### src/rtl/fifo_pkg.sv
// -----------------------------------------------------------------------------
// fifo_pkg
//   Shared definitions for the async FIFO pointer blocks (read-side
//   rd_ptr_empty_ctrl and the write-side pointer/full block).
//   - ADDR_W : default RAM address width (depth = 2**ADDR_W)
//   - PTR_W  : pointer width, one extra bit to tell full from empty
//   - bin2gray / gray2bin : width-agnostic conversions on 32-bit values.
//     Callers zero-extend narrower pointers and truncate the result; both
//     conversions commute with that because every Gray/binary bit depends
//     only on bits at the same or higher positions.
// -----------------------------------------------------------------------------
package fifo_pkg;

  localparam int ADDR_W = 7;
  localparam int PTR_W  = ADDR_W + 1;

  function automatic logic [31:0] bin2gray(input logic [31:0] b);
    return b ^ (b >> 1);
  endfunction

  function automatic logic [31:0] gray2bin(input logic [31:0] g);
    logic [31:0] b;
    b = '0;
    for (int i = 0; i < 32; i++) begin
      b[i] = ^(g >> i);
    end
    return b;
  endfunction

endpackage : fifo_pkg

### src/rtl/gray2bin_conv.sv
// -----------------------------------------------------------------------------
// gray2bin_conv
//   Combinational Gray-to-binary converter (XOR prefix from the MSB down).
//   Parameters:
//     W       : code width
//   Ports:
//     i_gray  : in  [W-1:0] Gray-coded value
//     o_bin   : out [W-1:0] binary equivalent
// -----------------------------------------------------------------------------
module gray2bin_conv #(
  parameter int W = 8
) (
  input  logic [W-1:0] i_gray,
  output logic [W-1:0] o_bin
);

  // Each binary bit is the parity of all Gray bits at or above it; computing
  // each bit independently avoids a self-referencing combinational loop.
  always_comb begin
    // NOTE: combinational outputs get a full default first so no latch is inferred.
    o_bin = '0;
    for (int i = 0; i < W; i++) begin
      o_bin[i] = ^(i_gray >> i);
    end
  end

endmodule : gray2bin_conv

### src/rtl/rd_ptr_empty_ctrl.sv
// -----------------------------------------------------------------------------
// rd_ptr_empty_ctrl
//   Read-domain pointer and empty-flag generator for the async FIFO.
//   Takes the write pointer (Gray, already synchronised into rd_clk), advances
//   the read pointer on accepted reads, and produces registered empty, fill
//   level and a sticky underflow flag. All flags have one cycle of latency.
//
//   Optional feature macro: RD_ALMOST_EMPTY_EN
//     defined   -> adds parameter AE_THRESH and output rd_almost_empty
//     undefined -> neither exists; all other behaviour is identical
//
//   Parameters:
//     ADDR_W          RAM address width; pointers are ADDR_W+1 bits
//     AE_THRESH       almost-empty threshold in entries (RD_ALMOST_EMPTY_EN)
//   Ports:
//     rd_clk          in   read clock, everything on posedge
//     rd_rst          in   synchronous active-high reset
//     rq2_wrt_ptr     in   [ADDR_W:0] synchronised Gray write pointer
//     rd_en           in   read request
//     rd_addr         out  [ADDR_W-1:0] RAM read address
//     rd_ptr          out  [ADDR_W:0] registered Gray read pointer
//     rd_empty        out  registered empty flag
//     rd_level        out  [ADDR_W:0] registered entry count (pessimistic)
//     rd_underflow    out  sticky: read attempted while empty
//     rd_almost_empty out  level <= AE_THRESH (RD_ALMOST_EMPTY_EN)
// -----------------------------------------------------------------------------
module rd_ptr_empty_ctrl #(
  parameter int ADDR_W    = fifo_pkg::ADDR_W
`ifdef RD_ALMOST_EMPTY_EN
  ,
  parameter int AE_THRESH = 4
`endif
) (
  input  logic              rd_clk,
  input  logic              rd_rst,
  input  logic [ADDR_W:0]   rq2_wrt_ptr,
  input  logic              rd_en,
  output logic [ADDR_W-1:0] rd_addr,
  output logic [ADDR_W:0]   rd_ptr,
  output logic              rd_empty,
  output logic [ADDR_W:0]   rd_level,
  output logic              rd_underflow
`ifdef RD_ALMOST_EMPTY_EN
  ,
  output logic              rd_almost_empty
`endif
);

  import fifo_pkg::bin2gray;

  localparam int PW = ADDR_W + 1;

  logic [ADDR_W:0] r_bin;
  logic [ADDR_W:0] r_ptr;
  logic            r_empty;
  logic [ADDR_W:0] r_level;
  logic            r_underflow;

  logic            w_inc;
  logic [ADDR_W:0] w_bin_next;
  logic [ADDR_W:0] w_gray_next;
  logic [ADDR_W:0] w_wb;
  logic [ADDR_W:0] w_level_next;

  gray2bin_conv #(
    .W (PW)
  ) u_wb_conv (
    .i_gray (rq2_wrt_ptr),
    .o_bin  (w_wb)
  );

  // A read is only accepted when the registered flag says data is present;
  // a refused read leaves the pointer untouched.
  assign w_inc        = rd_en & ~r_empty;
  assign w_bin_next   = r_bin + {{ADDR_W{1'b0}}, w_inc};
  assign w_gray_next  = PW'(bin2gray(32'(w_bin_next)));
  // Natural PW-bit wrap of the subtraction gives the count across MSB toggles.
  assign w_level_next = w_wb - w_bin_next;

  // NOTE: all state is updated with non-blocking assignments so every register
  // sees the pre-edge values of the others.
  always_ff @(posedge rd_clk) begin
    if (rd_rst) begin
      r_bin       <= '0;
      r_ptr       <= '0;
      r_empty     <= 1'b1;
      r_level     <= '0;
      r_underflow <= 1'b0;
    end else begin
      r_bin       <= w_bin_next;
      r_ptr       <= w_gray_next;
      // Comparing the *next* pointer lets empty rise on the very edge that
      // consumes the last word, rather than one cycle later.
      r_empty     <= (w_gray_next == rq2_wrt_ptr);
      r_level     <= w_level_next;
      r_underflow <= r_underflow | (rd_en & r_empty);
    end
  end

`ifdef RD_ALMOST_EMPTY_EN
  logic r_almost_empty;

  always_ff @(posedge rd_clk) begin
    if (rd_rst) begin
      r_almost_empty <= 1'b1;
    end else begin
      r_almost_empty <= (32'(w_level_next) <= $unsigned(AE_THRESH));
    end
  end

  assign rd_almost_empty = r_almost_empty;
`endif

  assign rd_addr      = r_bin[ADDR_W-1:0];
  assign rd_ptr       = r_ptr;
  assign rd_empty     = r_empty;
  assign rd_level     = r_level;
  assign rd_underflow = r_underflow;

endmodule : rd_ptr_empty_ctrl

### config.mk
export PLATFORM = sky130hd
export DESIGN_NAME = rd_ptr_empty_ctrl
export DESIGN_NICKNAME = d
export VERILOG_FILES = /design/src/rtl/fifo_pkg.sv /design/src/rtl/gray2bin_conv.sv /design/src/rtl/rd_ptr_empty_ctrl.sv
export SDC_FILE = /design/constraint.sdc
export NUM_CORES = 1
export LEC_CHECK = 0
export BUFFER_PORTS_ARGS = -buffer_cell sky130_fd_sc_hd__buf_2
export CORE_UTILIZATION = 60
export CTS_BUF_LIST = sky130_fd_sc_hd__clkbuf_4
export CTS_CLUSTER_SIZE = 25
export DETAILED_ROUTE_END_ITERATION = 8
export PLACE_DENSITY = 0.95
export SLEW_MARGIN = 5
export SYNTH_ARGS = -nofsm -noshare
export SYNTH_HDL_FRONTEND = slang
export SYNTH_SLANG_ARGS = --single-unit
### constraint.sdc
create_clock -name rd_clk -period 8.91 [get_ports rd_clk]
set_input_delay 0.891 -clock rd_clk [delete_from_list [all_inputs] [get_ports rd_clk]]
set_output_delay 0.891 -clock rd_clk [all_outputs]
set_load 0.005 [all_outputs]
==> results of run 1 <==
[worst min-delay path by stage]
stage                            start  slack [ps]           end  cells after the start
final                     rd_underflow         490  rd_underflow                      2
after detailed placement  rd_underflow         470  rd_underflow                      2
after global placement    rd_underflow         440  rd_underflow                      2
after CTS                 rd_underflow         500  rd_underflow                      2
after floorplan           rd_underflow         460  rd_underflow                      2
after global routing      rd_underflow         550  rd_underflow                      2
[layout by cell type, fill, tap and decap left out, types with 3 or more instances in the layout]
cell,n
a21o_1,3
a21oi_1,5
buf_2,35
clkbuf_4,4
dfxtp_1,25
ha_1,9
inv_1,5
mux2_2,3
nand2_1,5
nand3_1,4
nor2_1,26
nor2b_1,9
o21ai_0,3
xnor2_1,18
xor2_1,9
[worst reg2reg max path, cell delays in order (launching register included)]
cell and delay (ps):
dfxtp_1 340, nor2b_1 160, ha_1 180, ha_1 390, and3_1 270, xnor2_1 230
ha_1 360, a21o_1 190, a21o_1 180, a21oi_1 150, o21a_1 170, mux2_4 300
[sequential cells by signal (all words and copies together), names as in the netlist]
signal,cells
rd_level,8
rd_ptr,7
r_bin,8
rd_empty,1
rd_underflow,1
[cell families after synthesis]
group	synth area share, %
and+or+nand+nor	18.8
xor gates and xnor gates	22.1
DFF	31.1
AOI/OAI and AO/OA	9.55
buffers and inverters	4.66
adders and majority gates	9.55
muxes	4.27
[cell type report]
type / count / area (um2) / area share [%]
inverters: 5 / 18.8 / 1.04
clock buffers: 4 / 30.0 / 1.67
repair buffers: 35 / 175 / 9.74
well taps: 30 / 37.5 / 2.09
flip-flops and latches: 25 / 500 / 27.8
multi-input cells: 133 / 1040 / 57.6
[power by group]
group	switching, mW	internal, mW
sequential	0.00309	0.123
clock	0.0326	0.0206
combinational	0.0452	0.0484
[metal layers]
layer | global-route usage, % | routed length [um]
met5 | 0 | 0
met4 | 10.1 | 44
met3 | 2.82 | 113
met1 | 33.6 | 1410
met2 | 37.2 | 1430
==> flow_summary.json, run 1 <==
{
  "status": "complete, no violations",
  "fin_nets": 224,
  "crit_type": "input port to flop",
  "startpoint_type": "input port",
  "place.gp.congestion": 0.858,
  "viasPerCell": 5.49,
  "clock_skew_ps": 1.47,
  "fill_cells": 190,
  "area_delta_synth_final_pct": 11.6,
  "reg2reg_to": "rd_level[7]",
  "reg2reg_depth": 11,
  "synth_flop_cell": "dfxtp_1",
  "antenna_found_initial": 0,
  "syn_area_um2": 1610,
  "worstSetupEndpoint": "rd_level[6]",
  "yosysTopAreaCellShare_pct": 31.1,
  "vias": 1274,
  "path_delay_family": "XOR/XNOR gates",
  "ctsHoldBuffers": 0,
  "antenna_left": 0,
  "first_pass_iters": 4,
  "cts_tree": "yes",
  "startpoint": "rq2_wrt_ptr[5]",
  "drtIter0Drc": 15,
  "setup_violations": 0,
  "p_leak_nw": 0.855,
  "syn-num-nets": 193,
  "start_util_pct": 64.5,
  "wl_per_cell_um": 12.9,
  "worstPathMaxFanout": 4,
  "grt_max_degree": 30,
  "setup_tns_ps": 0,
  "utilization_pct": 71.9,
  "ys_seq_area_share_pct": 31.1,
  "cts_inserted_buffers": 3,
  "core_area_um2": 2500,
  "dieArea_um2": 2900,
  "post-dp-hpwl_mm": 2.31,
  "slowest_stage": "xor3_2",
  "cts_resized": 0,
  "timing.rr.start": "rd_empty",
  "async_reset_ff_share_pct": 0,
  "dieHeight_um": 53.8,
  "setup_ws_ps": 5350,
  "grt_usage_pct": 24.1,
  "post-route-period-util_pct": 39.9,
  "maxCapViolCount": 0,
  "hp-class": "flop to flop",
  "ir_worst_vdd_v": 0.000128,
  "relSlewSlack_pct": 62.3,
  "post-synth-top-count-cell": "nor2_1",
  "powerDensity_nw_per_um2": 152,
  "synthTopCellsByCount": "nor2_1 (26), dfxtp_1 (25), xnor2_1 (18)",
  "dp_slack_ps": 5010,
  "syn_area_per_cell_um2": 9.37,
  "worst-path-buf-inv": 3,
  "power_uw": 273,
  "synth_edf_count": 0,
  "port_buffers": 35,
  "ys_types": 44,
  "grt_pass1_vias": 1113,
  "synth_warnings": 0,
  "rsz0062_at_grt": "false",
  "finish.instance_area_um2": 1800,
  "clock_path_buffers": 2,
  "max_stage_delay_ps": 470,
  "cts-root-buf": "clkbuf_4",
  "diodes": 0,
  "final_hold_viol_count": 0,
  "layout_min_cycle_time_ps": 3560,
  "yosys_register_bits": 25,
  "dpl_cell_area_um2": 1770,
  "postCtsSetupBuffers": 0,
  "drive_gt1_share_pct": 24.3,
  "fmax_mhz": 281,
  "cts_sinks": 25,
  "cp_data_arrival_time_ps": 3780,
  "maxSlewViolCount": 0,
  "cp.depth": 12,
  "grt_pass1_wl_mm": 4.97,
  "final_cells": 232,
  "drc": 0,
  "synth_largest_area_cell": "dfxtp_1",
  "wl_mm": 3.00,
  "pin_count": 36,
  "synthTopCellsByArea": "dfxtp_1 (31%), xnor2_1 (9.8%), ha_1 (7.0%)",
  "overflow": 0,
  "clkTransAtPathRegs_ps": 130,
  "end_kind": "flop",
  "dp.cells": 228,
  "path_cells": "buf_2 > xor3_2 > xnor3_2 > xnor2_1 > xnor2_1 > ha_1 > inv_1 > fa_1 > inv_1 > maj3_1 > a21oi_1 > mux2_2",
  "rrSetupSlack_ps": 5910,
  "num_rows": 18,
  "cp_data_required_time_ps": 9130,
  "worst_slew_pin_slew_ps": 562,
  "htreeDepth": 1,
  "clk_latency_ps": 310,
  "syn_inst": 172,
  "holdWs_ps": 488,
  "fp.dieW_um": 53.8
}
Power figures use the tool's default switching activity.
==> run 2, diff against run 1 <==
--- a/config.mk
+++ b/config.mk
@@ -6,11 +6,11 @@
 export NUM_CORES = 1
 export LEC_CHECK = 0
 export BUFFER_PORTS_ARGS = -buffer_cell sky130_fd_sc_hd__buf_2
-export CORE_UTILIZATION = 60
+export CORE_UTILIZATION = 50
 export CTS_BUF_LIST = sky130_fd_sc_hd__clkbuf_4
 export CTS_CLUSTER_SIZE = 25
 export DETAILED_ROUTE_END_ITERATION = 8
-export PLACE_DENSITY = 0.95
+export PLACE_DENSITY = 0.88
 export SLEW_MARGIN = 5
 export SYNTH_ARGS = -nofsm -noshare
 export SYNTH_HDL_FRONTEND = slang
==> constraint.sdc (replaced) <==
create_clock -name rd_clk -period 3 [get_ports rd_clk]
set_input_delay 0.3 -clock rd_clk [delete_from_list [all_inputs] [get_ports rd_clk]]
set_output_delay 0.3 -clock rd_clk [all_outputs]
set_load 0.005 [all_outputs]
==> flow_summary.json, run 2 (synthesized netlist as in run 1, its figures left out) <==
{
  "dp.cells": 255,
  "maxCapViolCount": 0,
  "area_delta_synth_final_pct": 19.2,
  "holdPathStages": 3,
  "wl_mm": 3.22,
  "end_kind": "flop",
  "worst_slew_pin_slew_ps": 483,
  "dieHeight_um": 58.8,
  "fp.dieW_um": 58.8,
  "grt_pass1_wl_mm": 5.00,
  "finish.instance_area_um2": 1920,
  "htreeDepth": 1,
  "startpoint_type": "input port",
  "drc": 0,
  "cts_inserted_buffers": 3,
  "hp-class": "input port to flop",
  "p_leak_nw": 0.925,
  "cts-root-buf": "clkbuf_4",
  "cts_sinks": 25,
  "antenna_left": 0,
  "worstPathMaxFanout": 2,
  "fin_nets": 237,
  "cts_tree": "yes",
  "final_cells": 259,
  "ir_worst_vdd_v": 0.000248,
  "antenna_found_initial": 0,
  "fill_cells": 287,
  "powerDensity_nw_per_um2": 437,
  "reg2reg_depth": 10,
  "grt_pass1_vias": 1105,
  "cts_resized": 0,
  "status": "complete, no violations",
  "dpl_cell_area_um2": 1890,
  "viasPerCell": 5.16,
  "final_hold_viol_count": 0,
  "dieArea_um2": 3450,
  "mostFrequentLayoutCells": "buf_2 (35), nor2_1 (26), dfxtp_1 (25)",
  "setup_violations": 0,
  "num_rows": 20,
  "crit_type": "input port to flop",
  "cp_data_arrival_time_ps": 2920,
  "final_common_cell": "buf_2",
  "diodes": 0,
  "postCtsSetupBuffers": 0,
  "post-dp-hpwl_mm": 2.52,
  "clock_skew_ps": 9.68,
  "drive_gt1_share_pct": 29.3,
  "post-route-period-util_pct": 90.2,
  "clock_path_buffers": 2,
  "drtIter0Drc": 27,
  "clk_latency_ps": 320,
  "layout_min_cycle_time_ps": 2710,
  "vias": 1337,
  "wl_per_cell_um": 12.4,
  "grt_usage_pct": 19.5,
  "pin_count": 36,
  "ctsHoldBuffers": 0,
  "overflow": 0,
  "maxSlewViolCount": 0,
  "cp_data_required_time_ps": 3220,
  "grt_max_degree": 30,
  "core_area_um2": 3050,
  "relSlewSlack_pct": 67.8,
  "rsz0062_at_grt": "false",
  "fmax_mhz": 370,
  "port_buffers": 35,
  "place.gp.congestion": 0.911,
  "first_pass_iters": 4,
  "clkTransAtPathRegs_ps": 140,
  "start_util_pct": 52.8
}
## run 2: cell count changes in the layout (fill, tap and decap cells not counted), sizes merged
cell  change
buf      +13
## run 2: area by class of cell
cell class	instances	area [um2]	share of cell area, %
well taps	44	55.1	2.87
multi-input cells	133	1040	54.3
clock buffers	4	30.0	1.56
inverters	5	18.8	0.977
flip-flops and latches	25	500	26.1
repair buffers	48	273	14.2
## run 2: worst max-delay path, cell delays in order
cell and delay, ps:
buf_2 90, xor3_2 450, xnor3_2 420, xnor2_2 160, xnor2_1 130, ha_1 170
inv_1 80, fa_1 200, inv_1 50, maj3_1 370, a21oi_1 170, mux2_2 340
## run 2: layer usage
metal / global-route usage, % / routed length, um / up-vias
met5: 0 / 0 / -
met4: 7.48 / 50 / 0
met3: 3.96 / 162 / 6
met2: 33.3 / 1600 / 41
met1: 24.0 / 1410 / 628
li1: - / - / 662
## run 2: stage by stage
stage	setup TNS (ps)	util (%)	hold WS [ps]	worst slack (ps)	total power, mW
after detailed placement	-80.9	61.9	466	-51.6	0.687
after global placement	-5.68	61.9	441	-5.68	0.678
after global routing	0	62.9	228	125	0.895
final	0	62.9	222	295	0.840
after CTS	0	62.9	216	296	0.846
after floorplan	0	-	439	59.5	0.588
## run 2: final timing paths
kind                  startpoint      endpoint  slack [ps]
setup / recovery  rq2_wrt_ptr[5]   rd_level[6]         290
hold / removal             rd_en  rd_underflow         220
setup reg to reg        rd_empty   rd_level[7]         290
hold reg to reg     rd_underflow  rd_underflow         500
## run 2: where the power goes
part | switching (mW) | total [mW] | internal (mW) | leakage [nW]
Sequential | 0.00904 | 0.374 | 0.365 | 0.205
Combinational | 0.142 | 0.306 | 0.163 | 0.702
Clock | 0.0995 | 0.160 | 0.0610 | 0.0184
Total | 0.251 | 0.840 | 0.589 | 0.925
==> run 3, diff against run 2 <==
==> constraint.sdc (replaced) <==
create_clock -name rd_clk -period 3 [get_ports rd_clk]
set_input_delay 0 -clock rd_clk [delete_from_list [all_inputs] [get_ports rd_clk]]
set_output_delay 0 -clock rd_clk [all_outputs]
set_load 0.005 [all_outputs]
==> flow_summary.json, run 3 (synthesized netlist as in run 1, its figures left out) <==
{
  "status": "complete, no violations",
  "core_area_um2": 3050,
  "rsz0062_at_grt": "false",
  "reg2reg_to": "rd_level[7]",
  "setup_violations": 0,
  "pin_count": 36,
  "fin_nets": 233,
  "rrSetupSlack_ps": 310,
  "place.gp.congestion": 0.886,
  "maxSlewViolCount": 0,
  "worst-path-buf-inv": 0,
  "fp.dieW_um": 58.8,
  "antenna_left": 0,
  "maxCapViolCount": 0,
  "post-route-period-util_pct": 89.7,
  "grt_util_met2_pct": 33.9,
  "final_cells": 255,
  "vias": 1290,
  "cts-root-buf": "clkbuf_4",
  "mostFrequentLayoutCells": "buf_2 (35), nor2_1 (26), dfxtp_1 (25)",
  "reg2reg_depth": 10,
  "startpoint_type": "flop",
  "timing.rr.start": "rd_empty",
  "top_usage_layer": "met2",
  "wl_mm": 3.16,
  "hold_end": "rd_level[0]",
  "clkTransAtPathRegs_ps": 130,
  "first_pass_iters": 4,
  "layout_min_cycle_time_ps": 2690,
  "worst_slew_pin_slew_ps": 493,
  "min_from": "rq2_wrt_ptr[0]",
  "num_rows": 20,
  "dp.cells": 250,
  "fmax_mhz": 372,
  "slowest_stage": "or3_1",
  "end_kind": "flop",
  "final_hold_viol_count": 0,
  "setup_tns_ps": 0,
  "fill_cells": 264,
  "drtIter0Drc": 29,
  "cp_data_required_time_ps": 3240,
  "holdPathStages": 4,
  "dieArea_um2": 3450,
  "clock_path_buffers": 2,
  "worstPathMaxFanout": 6,
  "port_buffers": 35,
  "drive_gt1_share_pct": 27.0,
  "gr-usage-met3_pct": 4.84,
  "ir_worst_vdd_v": 0.000291,
  "grt_pass1_wl_mm": 5.14,
  "drc": 0,
  "clk_latency_ps": 330,
  "p_leak_nw": 0.900,
  "cts_inserted_buffers": 3,
  "diodes": 0,
  "htreeDepth": 1,
  "area_delta_synth_final_pct": 17.0,
  "post-dp-hpwl_mm": 2.44,
  "dpl_cell_area_um2": 1850,
  "path_cells": "nor2b_1 > ha_1 > nand2_1 > or3_1 > and2_1 > ha_1 > a21o_1 > a21oi_1 > o21a_1 > mux2_4",
  "cts_sinks": 25,
  "grt_max_degree": 30,
  "viasPerCell": 5.06,
  "cp_data_arrival_time_ps": 2930,
  "dieHeight_um": 58.8,
  "cts_tree": "yes",
  "grt_usage_pct": 20.3,
  "cp.depth": 10,
  "postCtsSetupBuffers": 0,
  "final_common_cell": "buf_2",
  "path_delay_family": "simple AND/OR/NAND/NOR gates",
  "max_stage_delay_ps": 380,
  "finish.instance_area_um2": 1890,
  "relSlewSlack_pct": 67.1,
  "crit_top_cell": "ha_1",
  "antenna_found_initial": 0,
  "powerDensity_nw_per_um2": 439,
  "clock_skew_ps": 6.54,
  "grt_pass1_vias": 1096,
  "start_util_pct": 52.8,
  "wl_per_cell_um": 12.4,
  "hp-class": "input port to flop",
  "use_met1_pct": 24.8,
  "crit_type": "flop to flop",
  "overflow": 0
}
-- run 3: cell type report --
type / count / area, um2 / area share (%)
sequential: 25 / 500 / 26.5
clock buffer: 4 / 30.0 / 1.59
timing repair buffer: 44 / 245 / 13.0
inverter: 5 / 18.8 / 0.995
multi-input combinational: 133 / 1040 / 54.9
tap: 44 / 55.1 / 2.92
-- run 3: what timing repair did --
item	4_1_cts	5_1_grt
hold buffers	1	0
endpoints found under the hold margin	1	0
resized for setup	0	0
endpoints found under the setup margin	0	0
-- run 3: report_power, final --
group | switching (mW) | leakage, nW | internal, mW | total (mW)
sequential | 0.00898 | 0.205 | 0.365 | 0.374
clock | 0.101 | 0.0184 | 0.0613 | 0.162
combinational | 0.138 | 0.677 | 0.153 | 0.291
-- run 3: tightest hold or removal path: stages --
cell,delay (ps)
buf_2,110
xnor2_1,120
ha_1,130
nor2_1,40
-- run 3: layer usage --
metal / vias up / wire length, um
li1: 652 / -
met1: 598 / 1400
met5: - / 0
met4: 0 / 72
met3: 9 / 141
met2: 31 / 1550
-- run 3: worst max path at each step --
| stage | startpoint | endpoint | slack, ps |
|---|---|---|---|
| after floorplan | rq2_wrt_ptr[5] | rd_level[6] | 260 |
| after global routing | rd_empty | rd_level[7] | 80 |
| after global placement | rq2_wrt_ptr[5] | rd_level[6] | 220 |
| after CTS | rd_empty | rd_level[7] | 310 |
| after detailed placement | rq2_wrt_ptr[5] | rd_level[6] | 120 |
| final | rd_empty | rd_level[7] | 310 |
-- run 3: per-stage QoR --
step | hold WS, ps | setup WS, ps | total power, mW | utilization [%]
6_report | 104 | 310 | 0.827 | 61.8
4_1_cts | 102 | 306 | 0.829 | 61.8
2_1_floorplan | 139 | 258 | 0.584 | -
5_1_grt | 102 | 81.7 | 0.882 | 61.8
3_5_place_dp | 243 | 123 | 0.670 | 60.5
3_3_place_gp | 235 | 221 | 0.662 | 60.5
